### src/rtl/booth_mult_pkg.sv
// booth_mult_pkg: shared types and constants for the Booth multiplier sequencer
package booth_mult_pkg;
    localparam int DEF_WIDTH = 32;
    localparam int SETTLE_W = 4;
    typedef enum logic [2:0] {INIT, IDLE, LOAD, SETTLE, CAPTURE, RESULT} state_t;
endpackage

### src/rtl/booth_settle_counter.sv
// booth_settle_counter: loadable down-counter timing the multiplier settle window
module booth_settle_counter
    import booth_mult_pkg::*;
(
    input  logic                clk,
    input  logic                reset,
    input  logic                load,
    input  logic [SETTLE_W-1:0] load_val,
    output logic [SETTLE_W-1:0] count,
    output logic                done
);
    // Load on request, otherwise count down and park at zero
    always_ff @(posedge clk) begin
        if (reset)
            count <= '0;
        else if (load)
            count <= load_val;
        else if (count != '0)
            count <= count - SETTLE_W'(1);
    end
    assign done = count == SETTLE_W'(1);
endmodule

### src/rtl/booth_mult_sequencer.sv
// booth_mult_sequencer: handshake front end that times the registered Booth multiplier
module booth_mult_sequencer
    import booth_mult_pkg::*;
#(
    parameter int WIDTH = DEF_WIDTH,
    parameter int SETTLE_CYCLES = 2
) (
    input  logic               clk,
    input  logic               reset,
    input  logic               in_valid,
    output logic               in_ready,
    input  logic [WIDTH-1:0]   in_a,
    input  logic [WIDTH-1:0]   in_b,
    output logic               out_valid,
    input  logic               out_ready,
    output logic [2*WIDTH-1:0] out_product,
    output logic               busy,
    output logic [15:0]        op_count,
    output logic [WIDTH-1:0]   Multiplicand,
    output logic [WIDTH-1:0]   Multiplier,
    output logic               enableA,
    output logic               enableB,
    output logic               enableOut,
    output logic               resetA,
    output logic               resetB,
    output logic               resetOut,
    input  logic [2*WIDTH-1:0] Product
);
    localparam logic [SETTLE_W-1:0] SETTLE_LD = SETTLE_W'(SETTLE_CYCLES);
    state_t state, state_nxt;
    logic [SETTLE_W-1:0] cnt, cnt_nxt;
    logic cnt_done, accept, handshake, en_out_nxt;
    booth_settle_counter u_cnt (
        .clk     (clk),
        .reset   (reset),
        .load    (state == LOAD),
        .load_val(SETTLE_LD),
        .count   (cnt),
        .done    (cnt_done)
    );
    // Next state, plus the output-register enable which must lead CAPTURE by one
    // cycle so the output register holds the fresh product when RESULT samples it
    always_comb begin
        state_nxt = state;
        accept = state == IDLE && in_valid && in_ready;
        handshake = state == RESULT && out_valid && out_ready;
        cnt_nxt = state == LOAD ? SETTLE_LD : cnt - SETTLE_W'(1);
        unique case (state)
            INIT:    state_nxt = IDLE;
            IDLE:    state_nxt = accept ? LOAD : IDLE;
            LOAD:    state_nxt = SETTLE_CYCLES > 0 ? SETTLE : CAPTURE;
            SETTLE:  state_nxt = cnt_done ? CAPTURE : SETTLE;
            CAPTURE: state_nxt = RESULT;
            RESULT:  state_nxt = handshake ? IDLE : RESULT;
            default: state_nxt = INIT;
        endcase
        en_out_nxt = state_nxt == CAPTURE || (state_nxt == SETTLE && cnt_nxt == SETTLE_W'(1));
    end
    // State register and every registered output
    always_ff @(posedge clk) begin
        if (reset) begin
            state        <= INIT;
            resetA       <= 1'b1;
            resetB       <= 1'b1;
            resetOut     <= 1'b1;
            enableA      <= 1'b0;
            enableB      <= 1'b0;
            enableOut    <= 1'b0;
            in_ready     <= 1'b0;
            out_valid    <= 1'b0;
            out_product  <= '0;
            Multiplicand <= '0;
            Multiplier   <= '0;
            op_count     <= '0;
            busy         <= 1'b1;
        end else begin
            state     <= state_nxt;
            resetA    <= 1'b0;
            resetB    <= 1'b0;
            resetOut  <= 1'b0;
            enableA   <= accept;
            enableB   <= accept;
            enableOut <= en_out_nxt;
            in_ready  <= state_nxt == IDLE;
            out_valid <= state_nxt == RESULT;
            busy      <= state_nxt != IDLE;
            if (state != RESULT && state_nxt == RESULT)
                out_product <= Product;
            if (accept) begin
                Multiplicand <= in_a;
                Multiplier   <= in_b;
            end
            if (handshake)
                op_count <= op_count + 16'd1;
        end
    end
endmodule

### config.mk
export PLATFORM = sky130hd
export DESIGN_NAME = booth_mult_sequencer
export DESIGN_NICKNAME = d
export VERILOG_FILES = /design/src/rtl/booth_mult_pkg.sv /design/src/rtl/booth_settle_counter.sv /design/src/rtl/booth_mult_sequencer.sv
export SDC_FILE = /design/constraint.sdc
export NUM_CORES = 1
export LEC_CHECK = 0
export ABC_AREA = 1
export BUFFER_PORTS_ARGS = -buffer_cell sky130_fd_sc_hd__buf_2
export CAP_MARGIN = 15
export CORE_MARGIN = 4
export CORE_UTILIZATION = 47
export DETAILED_ROUTE_END_ITERATION = 6
export PLACE_DENSITY = 0.9
export SETUP_SLACK_MARGIN = 0.2
export SLEW_MARGIN = 20
export SYNTH_ARGS = -nofsm -noshare
export SYNTH_HDL_FRONTEND = slang
export SYNTH_SLANG_ARGS = --single-unit
### constraint.sdc
create_clock -name clk -period 3.5 [get_ports clk]
set_input_delay 0.35 -clock clk [delete_from_list [all_inputs] [get_ports clk]]
set_output_delay 0.35 -clock clk [all_outputs]
set_load 0.05 [all_outputs]
Word level (Yosys, flattened, before mapping) --
Cells that the tools add are included.
Storage, ports and cells: register bits 157, logic and storage cells 47
Operators by class: reduce and logical (&&, ||, !) cells 11, mux-type cells 8, add/sub/neg operators 2, equality and inequality tests 13
Operators by type and width (number):
- $pmux W3 S6 | 1
- $add A16 B1 Y16 const B | 1
- $eq A3 B3 Y1 const B | 4
- $eq A3 B2 Y1 const B | 3
- $eq A4 B1 Y1 const B | 2
- $eq A3 B1 Y1 const B | 2
- $logic_and A1 B1 Y1 | 6
- $mux W2 | 3
- $mux W3 | 2
- $mux W4 | 1
- $reduce_bool A4 Y1 | 1
- $sub A4 B1 Y4 const B | 1
- $logic_not A3 Y1 | 1
- $ne A3 B1 Y1 const B | 1
- $ne A3 B3 Y1 const B | 1
- $reduce_bool A2 Y1 | 1
- $reduce_or A2 Y1 | 1
- $logic_or A1 B1 Y1 | 1
- $mux W1 | 1

Depth between registers and ports, before layout --
word-level depth 8, depth in mapped cells 9

Modules after synthesis --
From an unflattened synthesis, not the netlist that was laid out.
Second synthesis, totals: cell total of the unflattened synthesis 787, area total of the unflattened synthesis 5974.5 µm²
By module, submodules not included:
- booth_mult_sequencer | area each 5698.0 µm², instances 1, cells an instance 746
- booth_settle_counter | area each 276.5 µm², instances 1, cells an instance 41

Worst setup path before layout --
OpenSTA, ideal clock, no wires.
path type register to register, start reg op_count[0], end reg op_count[8], data arrival time 1481 ps, period minus slack after synthesis 1612 ps, buffers on the path 0, stages on the path, launching flop included 7, path slack 1888 ps, setup time 131 ps, path through dfxtp_1 -> ha_1 -> inv_1 -> nor2_1 -> nand3_1 -> nor3_1 -> nor3_1
On the way: word-level cells in the longest chain between the ends 1
Ends and longest elaborated chain:
- from (decl) | line booth_mult_sequencer.sv:18 | output logic [15:0] op_count,
- from (signal assigned) | line booth_mult_sequencer.sv:94 | op_count <= op_count + 16'd1;
- $add A16 B1 Y16 | line booth_mult_sequencer.sv:94
No other way between the ends. A chain may end at the register's enable or synchronous reset.

Worst setup path in the final report --
start reg state[1], end reg op_count[8]
On the way: word-level cells in the longest chain between the ends 3
Ends and longest elaborated chain:
- from (decl) | line booth_mult_sequencer.sv:30 | state_t state, state_nxt;
- from (signal assigned) | line booth_mult_sequencer.sv:77 | state <= state_nxt;
- $eq A3 B3 Y1 | line booth_mult_sequencer.sv:46 | handshake = state == RESULT && out_valid && out_ready;
- $logic_and A1 B1 Y1 (2 in series) | line booth_mult_sequencer.sv:46
No other way between the ends.

==> results.rst <==
.. list-table::
   :header-rows: 1

   * - Metric
     - Value
   * - Post-layout min period
     - around 2.2 ns
   * - Total CTS buffers
     - 17
   * - Post-place setup slack
     - about 1.4 ns
   * - Total setup buffers inserted after CTS
     - 0
   * - Min-Delay Path Class
     - in -> reg
   * - Dominant cell type by area after synthesis
     - sky130_fd_sc_hd__dfxtp_1
   * - Count of buffers from port buffering
     - 284
   * - Xor/xnor cell area share of the yosys netlist
     - 0.150%
   * - Final max-slew violation count
     - 0
   * - Biggest area contributors in the synthesized netlist
     - sky130_fd_sc_hd__dfxtp_1, sky130_fd_sc_hd__nor2_1, sky130_fd_sc_hd__nand3_1
   * - Slew at the pin closest to its max-slew limit
     - about 1.0 ns
   * - Sort of element at the start of the critical path
     - register
   * - Total track usage
     - 21.7%
   * - Total number of placement rows
     - 40
   * - Number of clock sinks seen by CTS
     - roughly 160
   * - Final clock skew
     - about 0.0073 ns
   * - Final setup violating endpoints
     - 0
   * - Portion of the clock cycle consumed by the worst path in the final layout
     - 62.3%
   * - Final Hold Violating Endpoints
     - 0
   * - Fin Hold WS
     - roughly 0.18 ns
   * - Critical path required time
     - around 3.8 ns
   * - RSZ-0062 raised after global routing
     - no
   * - Dominant combinational cell family by area after synthesis
     - simple AND/OR/NAND/NOR gates
   * - Maximum clock rate
     - 459 MHz
   * - Share of cell area taken by muxes after synthesis
     - 0%
   * - Vias in the first global route
     - approximately 5300
   * - Total I/O pin count
     - roughly 290
   * - Final WL
     - roughly 16000 um
   * - Iteration count of the initial detailed-routing pass
     - 5
   * - Commonest register cell after synthesis
     - sky130_fd_sc_hd__dfxtp_1
   * - Run status
     - finished clean
   * - Clock Path Buffers
     - 2
   * - Flip-flop and latch count after synthesis
     - roughly 160
   * - Maximum fanout count along the critical path
     - 32
   * - Count of cells resized by post-cts repair
     - 0
   * - Overall Power
     - between 4 and 5 mW
   * - Area share of and/or/nand/nor cells after synthesis
     - 25.8%
   * - HPWL reported at the end of detailed placement
     - about 11000 um
   * - Fraction of layout cells with a size suffix above 1
     - 31.7%
   * - Via-per-instance ratio
     - 5.05
   * - Remaining global-route overflow
     - 0
   * - Largest net degree at the start of global routing
     - between 80 and 90
   * - CTS Root Buffer Type
     - sky130_fd_sc_hd__clkbuf_16
   * - Depth of the CTS H-tree
     - 4
   * - Total number of vias
     - roughly 6000
   * - GP Congestion
     - about 0.85
   * - Register area share after synthesis
     - around 54%
   * - Number of distinct library cells after synthesis
     - 25
   * - Synthesized Nets
     - between 800 and 900
   * - Sort of element at the end of the critical path
     - register
   * - DRC violations left
     - 0
   * - Sum of negative setup slack
     - 0 ns
   * - Compound-Gate Fraction of Synth Area
     - between 10% and 20%
   * - Count of maximum capacitance violations
     - 0
   * - Ant. Diodes
     - 0
   * - Worst vdd ir
     - between 0.0003 and 0.0004 V
   * - Post-route ant nets
     - 0
   * - Synthesis-to-layout area growth
     - 34.4%
   * - Synthesis Warnings
     - 0
   * - Post-CTS clock slew at the launch and capture registers of the worst setup and hold paths
     - roughly 0.06 ns
   * - Critical-path cell list
     - inv_2 -> nand2_1 -> nor2_1 -> nand3_1 -> nor3_1 -> nor3_1
   * - Post-synth top area share
     - 54.0%
   * - Total core area
     - ~0.012 mm2
   * - Floorplan die width
     - around 120 um
   * - Number of nets at the end of the flow
     - ~1100
   * - Overall die height
     - between 100 and 150 um
   * - Wirelength per Cell
     - between 10 and 15 um
   * - Crit path arrival time
     - 2.45 ns
   * - Adder-cell area share of the yosys netlist
     - 0.859%
   * - Starting Density
     - between 40% and 50%
   * - Cells after synthesis
     - ~750
   * - Static power due to leakage
     - between 3 and 4 nW
   * - Die Footprint
     - about 0.014 mm2
   * - Wire length of the first global-routing pass
     - approximately 25000 um
   * - Type of the worst setup path
     - reg -> reg
   * - Iteration-0 DRC count of the detailed router
     - around 390
   * - Dominant cell by count in the synthesized netlist
     - sky130_fd_sc_hd__nor2_1
   * - Highest-delay cell along the critical path
     - sky130_fd_sc_hd__nor2_1
   * - Fin worst setup slack
     - ~1.3 ns
   * - Post-synth EDFFs
     - 0
   * - Most Frequent Cell on Critical Path
     - sky130_fd_sc_hd__nor3_1
   * - Headroom to the max-slew limit
     - 30.0%
   * - Ratio of total power to cell area
     - between 500 and 600 mW/mm2
   * - Syn Std Cell Area
     - between 0.005 and 0.006 mm2
   * - Async set-or-reset flop fraction in the synthesized netlist
     - 0%
   * - TritonCTS clock tree
     - yes
   * - Antenna violations before repair
     - 0
   * - Biggest cell delay along the critical path
     - 0.61 ns
   * - Top cell types by occurrence after synthesis
     - sky130_fd_sc_hd__nor2_1, sky130_fd_sc_hd__dfxtp_1, sky130_fd_sc_hd__nand2_1, sky130_fd_sc_hd__nand3_1, sky130_fd_sc_hd__a21oi_1
   * - Source-to-sink clock delay at the later pin of the worst-skew pair
     - ~0.42 ns
   * - Post-Syn Area per Cell
     - a little under 8 um2
   * - Number of hold buffers added after cts
     - 0
[kinds of logic (layout without fill, tap and decap cells)]
group	Yosys count	after routing
compound gates	151	151
xor+xnor	1	1
fa+ha+maj	4	4
buf+inv	77	343
flops	157	157
simple gates	363	363
[layout by cell type (no fill, tap or decap), drive strengths merged, types with 5 or more instances in the layout]
cell    instances
clkinv          5
o21ai          70
nand2         101
a21oi          75
nor2          164
inv            23
clkbuf         22
nand3          82
dfxtp         157
buf           288
nor3            9
[state kept, by name (all words and copies together), names as in the netlist]
name          flops
u_cnt.count       4
out_valid         1
busy              1
op_count         16
Multiplier       32
state             3
resetOut          1
enableOut         1
in_ready          1
enableB           1
out_product      64
Multiplicand     32
[worst max-delay path: cells and delay by family, from the launching register on]
family | cells | cell delay, ns
simple gates | 5 | 1.26
flops | 1 | 0.35
buf+inv | 1 | 0.43
[power by group]
| group | internal (mW) | switching, mW | leakage [nW] |
|---|---|---|---|
| clock | 1.14 | 0.698 | 0.284 |
| sequential | 1.85 | 0.0426 | 1.27 |
| combinational | 0.183 | 0.401 | 2.03 |
[stage by stage]
step	instance area [um2]	cells	util, %
finish	7830	1187	64.9
detailed placement	7230	1155	60.0
CTS	7830	1187	64.9
floorplan	5820	753	-
global placement	7230	1155	59.9
global route	7830	1187	64.9
[final cells by class]
class	instances	area [um2]
Clock buffer	22	454
Inverter	23	87.6
Multi-Input combinational cell	519	2340
Fill cell	1008	4240
Timing Repair Buffer	288	1450
Clock inverter	10	138
Tap cell	168	210
Sequential cell	157	3140
[per-layer routing]
metal / share of wire (%) / GRT usage (%)
met1: 39 / 24.7
met2: 50 / 36.8
met3: 10 / 8.31
met4: 1.6 / 8.09
met5: 0 / 0
[worst paths after layout]
kind	start	end	slack, ns	cells after the start
max	state[1]	op_count[8]	1.32	6
min	Product[31]	out_product[31]	0.18	3
max reg2reg	state[1]	op_count[8]	1.32	6
min reg2reg	Multiplicand[25]	Multiplicand[25]	0.46	2
Power figures use the tool's default switching activity.
